### src/rtl/serial_adder_if.sv
// Handshake and operand/result bundle for serial_adder.
// master drives requests, slave (the adder) returns status and results.
interface serial_adder_if #(
    parameter int WIDTH = 8
);
    logic             start;
    logic [WIDTH-1:0] a;
    logic [WIDTH-1:0] b;
    logic             cin;
    logic             sub;
    logic             busy;
    logic             done;
    logic [WIDTH-1:0] sum;
    logic             carry;
    logic             overflow;

    modport master (
        output start, a, b, cin, sub,
        input  busy, done, sum, carry, overflow
    );

    modport slave (
        input  start, a, b, cin, sub,
        output busy, done, sum, carry, overflow
    );
endinterface

### src/rtl/serial_adder.sv
// Digit-serial add/subtract: DIGIT bits per clock through a ripple slice with a
// registered carry; WIDTH/DIGIT steps per operation, start/busy/done handshake.
module serial_adder #(
    parameter int WIDTH = 8,
    parameter int DIGIT = 1
) (
    input  logic          clk,
    input  logic          rst,
    serial_adder_if.slave bus
);
    localparam int N      = WIDTH / DIGIT;
    localparam int STEP_W = (N > 1) ? $clog2(N) : 1;
    localparam logic [STEP_W-1:0] LAST_STEP = STEP_W'(N - 1);

    typedef enum logic [1:0] {IDLE, RUN, DONE} state_t;

    state_t state_q, state_d;

    logic [WIDTH-1:0]  opa_q, opa_d, opb_q, opb_d, res_q, res_d, sum_q, sum_d;
    logic              cy_q, cy_d, carry_q, carry_d, ovf_q, ovf_d;
    logic [STEP_W-1:0] step_q, step_d;

    logic             accept, last;
    logic [DIGIT:0]   slice;
    logic             c_msb_in;
    logic [WIDTH-1:0] res_next;

    assign accept = bus.start && (state_q == IDLE || state_q == DONE);
    assign last   = (state_q == RUN) && (step_q == LAST_STEP);

    // Ripple slice; the carry into its top bit is recovered from the sum bit,
    // which on the final step is the carry into bit WIDTH-1.
    assign slice    = {1'b0, opa_q[DIGIT-1:0]} + {1'b0, opb_q[DIGIT-1:0]}
                    + {{DIGIT{1'b0}}, cy_q};
    assign c_msb_in = slice[DIGIT-1] ^ opa_q[DIGIT-1] ^ opb_q[DIGIT-1];

    generate
        if (DIGIT == WIDTH) begin : g_single
            assign res_next = slice[DIGIT-1:0];
        end else begin : g_shift
            assign res_next = {slice[DIGIT-1:0], res_q[WIDTH-1:DIGIT]};
        end
    endgenerate

    // State register
    always_ff @(posedge clk or posedge rst) begin
        if (rst) state_q <= IDLE;
        else     state_q <= state_d;
    end

    // Next-state logic
    always_comb begin
        state_d = state_q;
        case (state_q)
            IDLE:    if (bus.start) state_d = RUN;
            RUN:     if (last)      state_d = DONE;
            DONE:    state_d = bus.start ? RUN : IDLE;
            default: state_d = IDLE;
        endcase
    end

    // Output logic
    always_comb begin
        bus.busy     = (state_q == RUN);
        bus.done     = (state_q == DONE);
        bus.sum      = sum_q;
        bus.carry    = carry_q;
        bus.overflow = ovf_q;
    end

    always_comb begin
        opa_d   = opa_q;
        opb_d   = opb_q;
        res_d   = res_q;
        cy_d    = cy_q;
        step_d  = step_q;
        sum_d   = sum_q;
        carry_d = carry_q;
        ovf_d   = ovf_q;
        if (accept) begin
            opa_d  = bus.a;
            opb_d  = bus.sub ? ~bus.b : bus.b;
            cy_d   = bus.cin ^ bus.sub;
            step_d = '0;
        end else if (state_q == RUN) begin
            opa_d  = opa_q >> DIGIT;
            opb_d  = opb_q >> DIGIT;
            res_d  = res_next;
            cy_d   = slice[DIGIT];
            step_d = step_q + STEP_W'(1);
            if (last) begin
                sum_d   = res_next;
                carry_d = slice[DIGIT];
                ovf_d   = slice[DIGIT] ^ c_msb_in;
            end
        end
    end

    always_ff @(posedge clk or posedge rst) begin
        if (rst) begin
            opa_q   <= '0;
            opb_q   <= '0;
            res_q   <= '0;
            cy_q    <= 1'b0;
            step_q  <= '0;
            sum_q   <= '0;
            carry_q <= 1'b0;
            ovf_q   <= 1'b0;
        end else begin
            opa_q   <= opa_d;
            opb_q   <= opb_d;
            res_q   <= res_d;
            cy_q    <= cy_d;
            step_q  <= step_d;
            sum_q   <= sum_d;
            carry_q <= carry_d;
            ovf_q   <= ovf_d;
        end
    end
endmodule

### src/flat_wrapper.sv
// flat-port wrapper written by rule: the top's interface ports become plain ports
module serial_adder_flat 
#(
    parameter int WIDTH = 8,
    parameter int DIGIT = 1
)
  (clk, rst, bus_start, bus_a, bus_b, bus_cin, bus_sub, bus_busy, bus_done, bus_sum, bus_carry, bus_overflow);
  serial_adder_if #(.WIDTH(WIDTH)) bus_i ();
  input  logic clk;
  input  logic rst;
  input wire logic [$bits(bus_i.start)-1:0] bus_start;
  input wire logic [$bits(bus_i.a)-1:0] bus_a;
  input wire logic [$bits(bus_i.b)-1:0] bus_b;
  input wire logic [$bits(bus_i.cin)-1:0] bus_cin;
  input wire logic [$bits(bus_i.sub)-1:0] bus_sub;
  output wire logic [$bits(bus_i.busy)-1:0] bus_busy;
  output wire logic [$bits(bus_i.done)-1:0] bus_done;
  output wire logic [$bits(bus_i.sum)-1:0] bus_sum;
  output wire logic [$bits(bus_i.carry)-1:0] bus_carry;
  output wire logic [$bits(bus_i.overflow)-1:0] bus_overflow;
  assign bus_i.start = bus_start;
  assign bus_i.a = bus_a;
  assign bus_i.b = bus_b;
  assign bus_i.cin = bus_cin;
  assign bus_i.sub = bus_sub;
  assign bus_busy = bus_i.busy;
  assign bus_done = bus_i.done;
  assign bus_sum = bus_i.sum;
  assign bus_carry = bus_i.carry;
  assign bus_overflow = bus_i.overflow;
  serial_adder #(.WIDTH(WIDTH), .DIGIT(DIGIT)) u_core (.clk(clk), .rst(rst), .bus(bus_i));
endmodule
### config.mk
export PLATFORM = sky130hd
export DESIGN_NAME = serial_adder_flat
export DESIGN_NICKNAME = d
export VERILOG_FILES = /design/src/rtl/serial_adder_if.sv /design/src/rtl/serial_adder.sv /design/src/flat_wrapper.sv
export SDC_FILE = /design/constraint.sdc
export NUM_CORES = 1
export LEC_CHECK = 0
export ABC_CLOCK_PERIOD_IN_PS = 1600
export CORE_MARGIN = 1.5
export CORE_UTILIZATION = 51
export DETAILED_ROUTE_END_ITERATION = 8
export PLACE_DENSITY = 0.78
export SLEW_MARGIN = 25
export SYNTH_ARGS = -nofsm -noshare
export SYNTH_HDL_FRONTEND = slang
export SYNTH_SLANG_ARGS = --single-unit
### constraint.sdc
create_clock -name clk -period 1.6 [get_ports clk]
set_input_delay 0.48 -clock clk [delete_from_list [all_inputs] [get_ports clk]]
set_output_delay 0.48 -clock clk [all_outputs]
set_load 0.01 [all_outputs]
; ---- Yosys cells after proc, flatten, opt, wreduce, memory -nomap -nowiden
; Index checks and enable logic that the tools add are counted.
[word_totals]
elab_cells = 44
output_inout_bits = 12
reg_bits = 40
input_bits = 21
[classes]
bitwise = 6
mux = 13
n_reduce_logical = 8
n_addsub = 3
n_eq_ne = 5
[ops]
columns = op, n
row1 = 8-bit two-way mux, 5
row2 = 8-bit inverter, 1
row3 = 3-bit two-way mux, 2
row4 = 2-bit one-hot mux with 3 select lines, 1
row5 = 2-bit two-way mux, 2
row6 = 2-bit AND reduction, 2
row7 = 1-bit bitwise XOR, 4
row8 = 3-bit by 1-bit adder with 3-bit output (second input constant), 1
row9 = 3-bit equality test (second input constant), 1
row10 = 1-bit two-way mux, 3
row11 = 3-bit AND reduction, 1
row12 = 1-bit by 1-bit adder with 2-bit output, 1
row13 = 2-bit by 1-bit adder with 2-bit output, 1
row14 = 2-bit by 1-bit equality test with 1-bit output (second input constant), 1
row15 = 2-bit equality test (second input constant), 1
row16 = 1-bit logical AND, 2
row17 = 2-bit zero test, 1
row18 = 2-bit by 1-bit != test with 1-bit output (second input constant), 1
row19 = 2-bit != test (second input constant), 1
row20 = 2-bit nonzero test, 1
row21 = 1-bit logical OR, 1
row22 = 1-bit inverter, 1

; ---- Depth between registers and ports, before layout
; Gate-level depths: netlist of the first run.
[depth]
depth_word = 5
ltp_mapped = 6
ltp_nobuf = 5

; ---- Least setup slack after synthesis of the first run
; Ideal clock, no wire load.
[synth_timing]
path_kind = reg2reg
startpoint = register u_core.step_q[0]
endpoint = register u_core.sum_q[0] (netlist: u_core.bus.sum[0])
slack_ns = 0.117
setup_ns = 0.125
t_required_ns = 1.475
n_path_buf = 1
synth_period_minus_slack_ns = 1.483
stages_incl_launch_ff = 6
t_arrival_ns = 1.359
cell_sequence = dfrtp_1 -> ha_1 -> ha_1 -> nand3b_1 -> buf_4 -> mux2_2
[synth_via]
elab_chain_len = 3
[synth_rtl]
columns = element, line_no
row1 = from (decl), serial_adder.sv:21  ; logic [STEP_W-1:0] step_q, step_d;
row2 = from (signal assigned), serial_adder.sv:114  ; step_q <= step_d;
row3 = 3-bit equality test, serial_adder.sv:29  ; assign last = (state_q == RUN) && (step_q == LAST_STEP);
row4 = 1-bit logical AND, serial_adder.sv:29
row5 = 3-bit AND reduction (no source line), --
row6 = to (signal assigned), serial_adder.sv:115  ; sum_q <= sum_d;
row7 = to (decl), serial_adder.sv:19  ; logic [WIDTH-1:0] opa_q, opa_d, opb_q, opb_d, res_q, res_d, sum_q, sum_d;
; Every way passes these cells.
; A chain may end at the register's enable or synchronous reset.

; ---- Worst setup path in the final report of the first run
[layout_timing]
startpoint = register u_core.state_q[1]
endpoint = output port bus_done
[layout_via]
elab_chain_len = 1
[layout_rtl]
columns = element, line_no
row1 = from (decl), serial_adder.sv:17  ; state_t state_q, state_d;
row2 = from (signal assigned), serial_adder.sv:48  ; else state_q <= state_d;
row3 = 2-bit equality test, serial_adder.sv:65  ; bus.done = (state_q == DONE);
row4 = to (decl), flat_wrapper.sv:17  ; output wire logic [$bits(bus_i.done)-1:0] bus_done;
; Every way passes these cells.

==> results of run 1 <==
flip-flops by register name, summed over array words and instances (netlist names):
register and count:
u_core.step_q 3, u_core.bus.carry 1, u_core.opb_q 8, u_core.res_q 7, u_core.bus.sum 8, u_core.cy_q 1
u_core.bus.overflow 1, u_core.opa_q 8, u_core.state_q 2
final cells by class:
class / instances / area, um2
flip-flops and latches: 39 / 976
inverters: 3 / 11.3
repair buffers: 44 / 419
clock buffers: 6 / 41.3
multi-input cells: 81 / 684
well taps: 46 / 57.6
fillers: 278 / 1120
cell usage after synthesis, types with 2 or more instances:
master   count
xor2_1       9
buf_6        2
ha_1         2
a22o_1      10
mux2_2      17
buf_2        3
inv_1        3
dfrtp_1     39
nor2b_1      2
nand2_1     10
o21ai_1      9
buf_12       2
mux2i_1      9
a21o_1       7
cell families (layout without fill, tap and decap cells):
logic type / Yosys count / count (layout) / synth area share, %
mux: 26 / 26 / 16.0
buf+inv: 12 / 53 / 5.76
compound gates: 27 / 27 / 10.8
flops: 39 / 39 / 55.5
simple gates: 15 / 15 / 4.41
xor+xnor: 10 / 10 / 4.98
fa+ha+maj: 3 / 3 / 2.56
power groups by stage:
stage	combinational (mW)	clock, mW	sequential [mW]
floorplan	1.30	0	1.72
global placement	1.67	0	1.70
detailed placement	1.72	0	1.74
CTS	1.68	0.457	1.70
global route	1.87	0.504	1.75
finish	1.70	0.430	1.69
layout by cell type, fill, tap and decap left out:
cell | netlist | layout
dfrtp_1 | 39 | 39
clkdlybuf4s50_1 | 0 | 20
mux2_2 | 17 | 17
nand2_1 | 10 | 10
a22o_1 | 10 | 10
dlygate4sd2_1 | 0 | 10
buf_4 | 1 | 10
mux2i_1 | 9 | 9
o21ai_1 | 9 | 9
xor2_1 | 9 | 9
a21o_1 | 7 | 7
clkbuf_4 | 0 | 5
inv_1 | 3 | 3
ha_1 | 2 | 2
buf_12 | 2 | 2
nor2b_2 | 0 | 1
nor2b_4 | 1 | 1
nor2_2 | 1 | 1
nand3b_1 | 1 | 1
nor2b_1 | 2 | 1
xnor2_1 | 1 | 1
o21ai_0 | 1 | 1
fa_1 | 1 | 1
clkbuf_1 | 0 | 1
buf_6 | 2 | 1
buf_2 | 3 | 1
worst max-delay path, cell delays in order (launching register included):
cell and delay (ns):
dfrtp_1 0.40, buf_4 0.14, nor2b_1 0.11, buf_2 0.13
what timing repair did:
item,in CTS,in global routing
buffers inserted,4,1
pin swaps,0,1
endpoints found under the setup margin,12,4
hold endpoints to repair,0,0
resized for setup,18,1
routing by layer:
layer	vias to the layer above	wire length, um	GRT usage (%)
met5	-	0	0
met2	25	1390	25.4
li1	539	-	-
met4	0	42	6.38
met1	527	1200	21.3
met3	5	144	6.21
path summary, 6_finish.rpt:
kind / from / endpoint / slack, ns / cells after the start
setup / recovery: u_core.state_q[1]$_DFFE_PP0P_ / bus_done / 0.009 / 3
hold / removal: u_core.opa_q[2]$_DFFE_PP0P_ / u_core.opa_q[2]$_DFFE_PP0P_ / 0.49 / 1
setup reg to reg: u_core.state_q[1]$_DFFE_PP0P_ / u_core.step_q[0]$_DFFE_PP0P_ / 0.03 / 5
hold reg to reg: u_core.opa_q[2]$_DFFE_PP0P_ / u_core.opa_q[2]$_DFFE_PP0P_ / 0.49 / 1
max in group asynchronous: rst / u_core.bus.sum[7]$_DFFE_PP0P_ / 0.91 / 3
min in group asynchronous: rst / u_core.res_q[2]$_DFFE_PP0P_ / 0.50 / 3
==> impl_metrics.yaml, run 1 <==
outcome:
  status: "complete, no violations"
grt:
  overflow: 0
  grt_pass1_wl_mm: 4.49
  grt_usage_pct: 16.5
  grt_max_degree: 40
  grt_pass1_vias: 1038
  grt_antenna_before_repair: 0
timing:
  worst_slack_ns: 0.00949
  finalClockSkew_ns: 0.00499
  worst_slew_pin_slew_ns: 0.423
  rsz0062_at_grt: "yes"
  post-route-period-util_pct: 99.4
  tns_ns: 0
  clock.fmax_mhz: 629
  fin_crit_ns: 1.59
  slew_violations: 0
  relSlewSlack_pct: 71.8
  hold_viol: 0
  finalSetupViolCount: 0
  whs_ns: 0.486
pwr:
  p_leak_nw: 1.09
  power_mw: 3.82
  p_sw_share_pct: 32.6
  p_comb_share_pct: 44.5
  powerDensity_nw_per_um2: 1750
  switching_power_mw: 1.25
  pwr-share-seq_pct: 44.2
  intPower_mw: 2.58
  pwr-share-clk_pct: 11.2
  vdd_drop_max_mv: 0.595
die:
  num_io_pins: 33
  dieArea_um2: 3810
  die_w_um: 61.7
  core-area_um2: 3310
  start_util_pct: 53.1
  die_y_um: 61.7
  rows: 21
critical_path:
  crit_path_max_fanout: 2
  critPathRequiredTime_ns: 1.12
  worstSetupPathType: "flip-flop to output port"
  cp-start-kind: "flip-flop"
  end_kind: "output port"
  crit_arrival_ns: 1.11
final_layout:
  n_antenna_cell: 0
  nets: 198
  final_cell_count_no_fill: 219
  final_util_pct: 66.1
  synthToLayoutAreaGrowth_pct: 24.5
  final_cell_area_um2: 2190
  layout-drive-gt1-share_pct: 22.5
drt:
  drtIter0Drc: 48
  wl_mm: 2.77
  drc: 0
  vias: 1096
  dr.pass1.iters: 4
  antenna_left: 0
  vias_per_cell: 5.00
  wl_per_cell_um: 12.7
clock_tree:
  insertion_delay_ns: 0.33
  numCtsBuffers: 5
  tritoncts: "done"
  cts_max_level: 2
  cts_hold_buffers: 0
  clock_sinks: 39
  clkSlewWorstSetupHoldPaths_ns: 0.10
  clockBufferDepth: 2
  cts_root_buf: "clkbuf_4"
yosys:
  yosys-top-cells-area: "dfrtp_1 55%, mux2_2 11%, mux2i_1 5.1%"
  ys_types: 22
  synth_edf_count: 0
  synth.largest_area_cell: "dfrtp_1"
  synth_top_area_share_pct: 55.5
  ys_seq_elements: 39
  syn-cell-area_um2: 1760
  synthFlopType: "dfrtp_1"
  yosys_warnings: 0
  syn-num-nets: 156
  netlist_instances: 132
  ys_seq_area_share_pct: 55.5
  avgSynthCellArea_um2: 13.3
  ys_async_sr_fraction_pct: 100
placement:
  place_ws_ns: -0.106
  port_buffers: 32
  place_inst: 208
  gp_congestion: 0.744
  dpl.hpwl_mm: 1.95
  post_dp_cell_area_um2: 2130
flow_run:
  cap_violations: 0
min_path:
  hold_class: "flip-flop to flip-flop"
No activity file was read; power rests on OpenSTA's default activity.
==> run 2: changes to the inputs <==
Settings changed: SKIP_CTS_REPAIR_TIMING set to 1.
==> run 2 against run 1 <==
Against the previous run: clock skew barely moved; flip-flop and latch count unchanged; critical path type unchanged; critical endpoint is now bus_busy; hold slack about the same; highest routed layer unchanged.
==> impl_metrics.yaml, run 2 (synthesis results as in run 1) <==
outcome:
  status: "complete, no violations"
timing:
  post-route-period-util_pct: 99.4
  relSlewSlack_pct: 71.2
  hold_viol: 0
  clock.fmax_mhz: 629
  fin_crit_ns: 1.59
  rsz0062_at_grt: "yes"
  worst_slack_ns: 0.00984
  finalSetupViolCount: 0
  slew_violations: 0
  tns_ns: 0
  finalClockSkew_ns: 0.00462
  worst_slew_pin_slew_ns: 0.432
pwr:
  intPower_mw: 2.60
  p_comb_share_pct: 44.5
  powerDensity_nw_per_um2: 1730
  vdd_drop_max_mv: 0.676
  pwr-share-seq_pct: 44.1
  p_leak_nw: 1.19
  pwr-share-clk_pct: 11.4
  p_sw_share_pct: 32.4
  switching_power_mw: 1.24
die:
  die_w_um: 61.7
  die_y_um: 61.7
  num_io_pins: 33
  start_util_pct: 53.1
  dieArea_um2: 3810
  rows: 21
  core-area_um2: 3310
clock_tree:
  clkSlewWorstSetupHoldPaths_ns: 0.10
  clock_sinks: 39
  numCtsBuffers: 5
  insertion_delay_ns: 0.33
  cts_root_buf: "clkbuf_4"
  tritoncts: "done"
  clockBufferDepth: 2
  cts_max_level: 2
critical_path:
  max_stage_delay_ns: 0.40
  crit_family: "flip-flops"
  crit_arrival_ns: 1.11
  end_kind: "output port"
  critPathRequiredTime_ns: 1.12
  cp-start-kind: "flip-flop"
  slowest_stage: "dfrtp_1"
  path_cells: "buf_4, nor2b_4, buf_2"
  worstSetupPathType: "flip-flop to output port"
  crit_path_max_fanout: 3
  worst-path-buf-inv: 2
final_layout:
  synthToLayoutAreaGrowth_pct: 25.8
  nets: 196
  multi_input_area_um2: 684
  n_antenna_cell: 0
  fill_cells: 269
  layout-drive-gt1-share_pct: 21.1
  regArea_um2: 976
  final_cell_count_no_fill: 217
  layout_common_cells: "39 x dfrtp_1, 20 x clkdlybuf4s50_1, 17 x mux2_2"
  final_common_cell: "dfrtp_1"
  final_util_pct: 66.9
grt:
  grt_antenna_before_repair: 0
  use_met1_pct: 21.3
  overflow: 0
  grt_usage_pct: 16.4
  grt_pass1_vias: 1037
  grt_max_degree: 40
  top_usage_layer: "met2"
  grtUsageMet3_pct: 6.21
  grt_pass1_wl_mm: 4.46
  grt_use_met2_pct: 25.0
drt:
  drtIter0Drc: 39
  wl_mm: 2.79
  dr.pass1.iters: 4
  vias_per_cell: 5.05
  vias: 1096
  wl_per_cell_um: 12.9
  antenna_left: 0
  drc: 0
placement:
  port_buffers: 32
  gp_congestion: 0.744
  place_ws_ns: -0.106
  dpl.hpwl_mm: 1.95
  place_inst: 208
min_path:
  hold_class: "input pin to asynchronous set/reset pin"
flow_run:
  cap_violations: 0
run 2: cell count changes in the layout (fill, tap and decap cells not counted), sizes merged:
cell	delta
dlymetal6s2s	+11
buf	-3
dlygate4sd2	-10
run 2: metal layers:
metal / vias up / routed length, um
met4: 0 / 42
met3: 5 / 140
met5: - / 0
li1: 536 / -
met1: 530 / 1240
met2: 25 / 1370
run 2: power groups by stage:
stage	Sequential, mW	Clock (mW)	Combinational (mW)
floorplan	1.72	0	1.30
global placement	1.70	0	1.67
detailed placement	1.74	0	1.72
CTS	1.71	0.457	1.73
global route	1.75	0.503	1.88
finish	1.69	0.437	1.71
run 2: cell type report:
cell class	instances	area share [%]
inverters	3	0.509
clock buffers	6	1.87
flip-flops and latches	39	44.1
well taps	46	2.60
repair buffers	42	20.0
multi-input cells	81	30.9
run 2: worst paths after layout:
path | startpoint | to | slack (ns) | cells after the start
setup / recovery | u_core.state_q[1]$_DFFE_PP0P_ | bus_busy | 0.01 | 3
hold / removal | rst | u_core.res_q[2]$_DFFE_PP0P_ | 0.49 | 3
setup reg to reg | u_core.state_q[1]$_DFFE_PP0P_ | u_core.step_q[0]$_DFFE_PP0P_ | 0.05 | 5
hold reg to reg | u_core.opa_q[2]$_DFFE_PP0P_ | u_core.opa_q[2]$_DFFE_PP0P_ | 0.49 | 1
max in group asynchronous | rst | u_core.bus.sum[2]$_DFFE_PP0P_ | 0.91 | 3
min in group clk | u_core.opa_q[2]$_DFFE_PP0P_ | u_core.opa_q[2]$_DFFE_PP0P_ | 0.49 | 1
run 2: metrics by stage:
step / power, mW / hold slack (ns) / area (um2)
after detailed placement: 3.46 / 0.466 / 2130
after floorplan: 3.02 / 0.450 / 1760
after global placement: 3.37 / 0.459 / 2130
after CTS: 3.89 / 0.488 / 2170
after global routing: 4.13 / 0.498 / 2210
final: 3.84 / 0.487 / 2210
run 2: worst min-delay path: cells and delay by family:
kind / cells / cell delay (ns)
buf+inv: 3 / 0.71
